==> src/rtl/sprite_frame_scanner.sv <==
// Sprite frame scanner: sweeps every pixel address of a 128x128 1-bpp screen
// through one Sprite, writes the composed pixel into a framebuffer with
// ready back-pressure, then steps the sprite position (bounce or wrap).
//
// state | meaning
// IDLE  | waiting for frame_start
// SCAN  | issuing addresses 0..16383, one pipeline load per accepted slot
// FLUSH | last write pending, waiting for fb_ready
// MOVE  | frame_done pulse, position update applied on exit
module sprite_frame_scanner #(
  parameter logic [6:0] SPR_WIDTH  = 7'd32,
  parameter logic [6:0] SPR_HEIGHT = 7'd32,
  parameter logic [6:0] X_INIT     = 7'd0,
  parameter logic [6:0] Y_INIT     = 7'd0,
  parameter logic       BG_PIXEL   = 1'b0
) (
  input  logic        clk,
  input  logic        reset,
  input  logic        frame_start,
  output logic [13:0] spr_addr,
  output logic [6:0]  spr_xpos,
  output logic [6:0]  spr_ypos,
  input  logic        spr_non_sprite,
  input  logic        spr_pixel,
  input  logic        spr_collidable,
  input  logic        fb_ready,
  output logic        fb_we,
  output logic [13:0] fb_waddr,
  output logic        fb_wdata,
  output logic        busy,
  output logic        frame_done
);

  typedef enum logic [1:0] {IDLE, SCAN, FLUSH, MOVE} state_t;

  state_t      state_q;
  logic [13:0] spr_addr_q;
  logic [6:0]  xpos_q, ypos_q;
  logic        dx_neg_q, dy_neg_q;
  logic        fb_we_q;
  logic [13:0] fb_waddr_q;
  logic        fb_wdata_q;
  logic        busy_q;
  logic        frame_done_q;

  logic [6:0]  xpos_d, ypos_d;
  logic        dx_neg_d, dy_neg_d;
  logic        slot_free;

  // One axis of motion: bounce off the borders when collidable, otherwise
  // move by one with 7-bit wrap. Result is {direction_negative, new_pos}.
  function automatic logic [7:0] axis_step(input logic [6:0] pos,
                                           input logic       neg,
                                           input logic [6:0] size,
                                           input logic       coll);
    logic [7:0] far_edge;
    logic [7:0] res;
    far_edge = {1'b0, pos} + {1'b0, size};
    if (coll && !neg && far_edge == 8'd128)
      res = {1'b1, pos - 7'd1};
    else if (coll && neg && pos == 7'd0)
      res = {1'b0, pos + 7'd1};
    else if (neg)
      res = {1'b1, pos - 7'd1};
    else
      res = {1'b0, pos + 7'd1};
    return res;
  endfunction

  // The output slot can take a new pixel when empty or being drained this cycle.
  assign slot_free = !fb_we_q || fb_ready;

  // Candidate next position; only committed when leaving MOVE.
  assign {dx_neg_d, xpos_d} = axis_step(xpos_q, dx_neg_q, SPR_WIDTH,  spr_collidable);
  assign {dy_neg_d, ypos_d} = axis_step(ypos_q, dy_neg_q, SPR_HEIGHT, spr_collidable);

  // Frame sequencer, address sweep, write pipeline and position registers.
  always_ff @(posedge clk or posedge reset) begin
    if (reset) begin
      state_q      <= IDLE;
      spr_addr_q   <= 14'd0;
      xpos_q       <= X_INIT;
      ypos_q       <= Y_INIT;
      dx_neg_q     <= 1'b0;
      dy_neg_q     <= 1'b0;
      fb_we_q      <= 1'b0;
      fb_waddr_q   <= 14'd0;
      fb_wdata_q   <= 1'b0;
      busy_q       <= 1'b0;
      frame_done_q <= 1'b0;
    end else begin
      frame_done_q <= 1'b0;
      case (state_q)
        IDLE: begin
          if (frame_start) begin
            state_q    <= SCAN;
            spr_addr_q <= 14'd0;
            busy_q     <= 1'b1;
          end
        end
        SCAN: begin
          if (slot_free) begin
            fb_we_q    <= 1'b1;
            fb_waddr_q <= spr_addr_q;
            fb_wdata_q <= spr_non_sprite ? BG_PIXEL : spr_pixel;
            // Natural 14-bit wrap leaves the address at 0 after the last pixel.
            spr_addr_q <= spr_addr_q + 14'd1;
            if (spr_addr_q == 14'h3FFF)
              state_q <= FLUSH;
          end
        end
        FLUSH: begin
          if (fb_ready) begin
            fb_we_q      <= 1'b0;
            state_q      <= MOVE;
            frame_done_q <= 1'b1;
          end
        end
        MOVE: begin
          state_q  <= IDLE;
          busy_q   <= 1'b0;
          xpos_q   <= xpos_d;
          dx_neg_q <= dx_neg_d;
          ypos_q   <= ypos_d;
          dy_neg_q <= dy_neg_d;
        end
        default: state_q <= IDLE;
      endcase
    end
  end

  assign spr_addr   = spr_addr_q;
  assign spr_xpos   = xpos_q;
  assign spr_ypos   = ypos_q;
  assign fb_we      = fb_we_q;
  assign fb_waddr   = fb_waddr_q;
  assign fb_wdata   = fb_wdata_q;
  assign busy       = busy_q;
  assign frame_done = frame_done_q;

endmodule

==> config.mk <==
export PLATFORM = sky130hd
export DESIGN_NAME = sprite_frame_scanner
export DESIGN_NICKNAME = d
export VERILOG_FILES = /design/src/rtl/sprite_frame_scanner.sv
export SDC_FILE = /design/constraint.sdc
export NUM_CORES = 1
export LEC_CHECK = 0
export BUFFER_PORTS_ARGS = -buffer_cell sky130_fd_sc_hd__buf_2
export CORE_UTILIZATION = 55
export DETAILED_ROUTE_END_ITERATION = 7
export PLACE_DENSITY = 0.79
export SLEW_MARGIN = 20
export SYNTH_ARGS = -nofsm -noshare
export SYNTH_HDL_FRONTEND = slang
export SYNTH_SLANG_ARGS = --single-unit
==> constraint.sdc <==
create_clock -name clk -period 2.66 [get_ports clk]
set_input_delay 0.133 -clock clk [delete_from_list [all_inputs] [get_ports clk]]
set_output_delay 0.133 -clock clk [all_outputs]
set_load 0.01 [all_outputs]
==> results.cfg <==
[placed_design]
globalplace.congestion = 0.818
dp_hpwl_mm = 3.63
port_buffers = 52
place_ws_ns = 0.436

[pwr]
p_leak_nw = 1.39
power_density_nw_per_um2 = 606
totalPowerFinal_w = 0.00186
ir_worst_vdd_uv = 286

[setup_path]
worstSetupPathType = reg2reg
cp_slowest_cell = or4_1
cp.required_ns = 2.82
crit_path_end_kind = register
path_max_fanout = 10
worstPathArrival_ns = 2.40
cpPeakStageDelay_ns = 0.62
start_kind = register
path_cells = inv_1, ha_1, and3b_1, or4_1, nor3b_1, xnor2_1, nor2_1

[clock_network]
insertion_delay_ns = 0.30
cts_tree = yes
cts_root_buffer = clkbuf_8
cts_buffers = 5
cts_setup_buffers = 0
cts.sinks = 50
cts.path.max_buffers = 2
htreeDepth = 2
cts.clk_slew.worst_paths_ns = 0.09
ctsHoldBuffers = 0
post_cts_resized = 0

[sta]
fmax_mhz = 447
whs_ns = -0.0456
clock-skew-final_ns = 0.00610
finalSetupTns_ns = 0
worst_pin_slew_ns = 0.839
slew_violations = 0
setup_ws_ns = 0.422
finalSetupViolations = 0
finalCritPeriodShare_pct = 84.1
hold_viol = 50
relSlewSlack_pct = 44.0
min_period_ns = 2.24
rsz0062_at_grt = no

[global_route]
grt_pass1_vias = 1870
grt_max_degree = 51
grtUsageTotal_pct = 20.6
grt-ovfl-total = 0
antenna_found_initial = 0
grt_pass1_wl_mm = 8.32

[logic_synthesis]
avgSynthCellArea_um2 = 10.3
synth-seq-cells = 50
synth_cells = 261
synth_largest_area_cell = dfrtp_1
syn_nets = 279
yosys_warnings = 0
synthFlopType = dfrtp_1
netlist.area_leader.share_pct = 46.7
synthArstFlopShare_pct = 100
synthTopCellsByArea = dfrtp_1, mux2_2, ha_1, xor2_1, mux2i_1
yosysSeqAreaShare_pct = 46.7
yosysUniqueCellTypes = 45
synth_edf_count = 0
syn_area_um2 = 2680

[status]
violations = negative hold slack
status = complete, but fails checks

[drt]
ant_nets = 0
first_pass_iters = 4
vias = 2066
drc = 0
drt-initial-drc-count = 69
totalWireLength_mm = 4.99
viasPerCell = 5.68
wl_per_cell_um = 13.7

[floorplan]
boundaryPins = 53
chipWidth_um = 71.8
dieArea_um2 = 5160
core_um2 = 4690
num_rows = 25
initial_core_util_pct = 57.1
die_h_um = 71.8

[finish]
syn_to_final_growth_pct = 14.8
fin_nets = 327
fillers = 389
drive_above_1_share_pct = 26.8
diodes = 0
multiInputGateArea_um2 = 1330
ff_latch_area_um2 = 1250

[run]
cap_violations = 0

[worst_hold_path]
hold_class = in2async
==> per-stage QoR <==
step / hold WS, ns / cells / cell area [µm²] / util (%)
floorplan: 0.281 / 261 / 2680 / -
global placement: 0.399 / 356 / 2960 / 63.1
detailed placement: 0.409 / 356 / 2960 / 63.1
CTS: 0.0801 / 364 / 3080 / 65.5
global route: 0.0312 / 364 / 3080 / 65.6
finish: -0.0456 / 364 / 3080 / 65.6
==> area by class of cell <==
class | count | area share (%)
flip-flops and latches | 50 | 40.7
inverters | 9 | 1.14
clock buffers | 5 | 2.24
multi-input cells | 189 | 43.4
clock inverters | 3 | 1.46
well taps | 54 | 2.20
repair buffers | 54 | 8.95
==> cells in the final DEF, fill, tap and decap left out, types with 3 or more instances in the layout <==
cell	Yosys	final
nor3b_1	3	3
a31oi_1	4	4
nor2_1	21	21
ha_1	11	11
buf_2	4	52
dfrtp_1	50	50
and3_1	4	4
nand4_1	7	7
xor2_1	14	14
mux2i_1	9	9
inv_1	9	8
mux2_2	15	15
a21oi_1	14	14
xnor2_1	8	8
clkbuf_8	0	5
nand2b_1	5	5
o21ai_0	9	9
nor3_1	6	6
nand2_1	18	18
nand3_1	9	9
or3_1	4	4
==> path summary, 6_finish.rpt <==
kind | from | to | slack, ns | depth (start not counted)
worst max-delay path | state_q[1] | spr_addr[11] | 0.42 | 7
worst min-delay path | reset | spr_ypos[6] | -0.05 | 2
worst max register to register | state_q[1] | spr_addr[11] | 0.42 | 7
worst min register to register | fb_wdata | fb_wdata | 0.49 | 2
max in group asynchronous | reset | spr_ypos[5] | 2.20 | 2
min in group clk | spr_pixel | fb_wdata | 0.09 | 3
==> cell usage after synthesis (2+ instances only) <==
cell and instances:
a31oi_1 4, nand3b_1 2, inv_1 9, mux2i_1 9, a21oi_1 14, xor2_1 14, dfrtp_1 50, o31ai_1 2
nand2_1 18, nand3_1 9, or4_1 2, nand4_1 7, and3_1 4, xnor2_1 8, clkbuf_1 8, o21ai_0 9
or3_1 4, nor3b_1 3, o21bai_1 2, nand2b_1 5, nor2_1 21, ha_1 11, buf_2 4, nor3_1 6
or2_1 2, mux2_2 15
==> where the power goes <==
part	leakage, nW	switching [W]	internal, W	total, W
sequential	0.604	0.000107	0.000868	0.000975
combinational	0.737	0.000182	0.000171	0.000353
clock	0.0504	0.000257	0.000280	0.000537
==> critical path, delay by kind of cell (launching register included) <==
kind	cells	cell delay, ns
XOR/XNOR	1	0.15
adder cells (fa/ha/maj)	1	0.29
buffers and inverters	1	0.08
flip-flops	1	0.40
AND/OR/NAND/NOR	4	1.19
==> logic make-up (layout without fill, tap and decap cells) <==
kind of cell	after synthesis	after routing	synth area share (%)
AO/OA/AOI/OAI	40	40	9.57
adder cells (fa/ha/maj)	11	11	5.14
buffers and inverters	22	71	3.55
AND/OR/NAND/NOR	92	92	18.2
XOR/XNOR	22	22	7.19
multiplexers	24	24	9.66
flip-flops	50	50	46.7
==> layer usage <==
layer	track usage, %	vias to the layer above	part of all wire [%]
met4	6.54	0	0.58
met1	25.5	1006	45
met2	36.2	45	51
met5	0	-	0
met3	4.22	4	3.5
li1	-	1011	-
==> flip-flops by register name, indices dropped and copies added (netlist names) <==
name	flops
fb_wdata	1
fb_waddr	14
busy	1
spr_xpos	7
fb_we	1
dy_neg_q	1
spr_ypos	7
spr_addr	14
dx_neg_q	1
frame_done	1
state_q	2
Note: power is estimated with default switching activity, not from simulation.
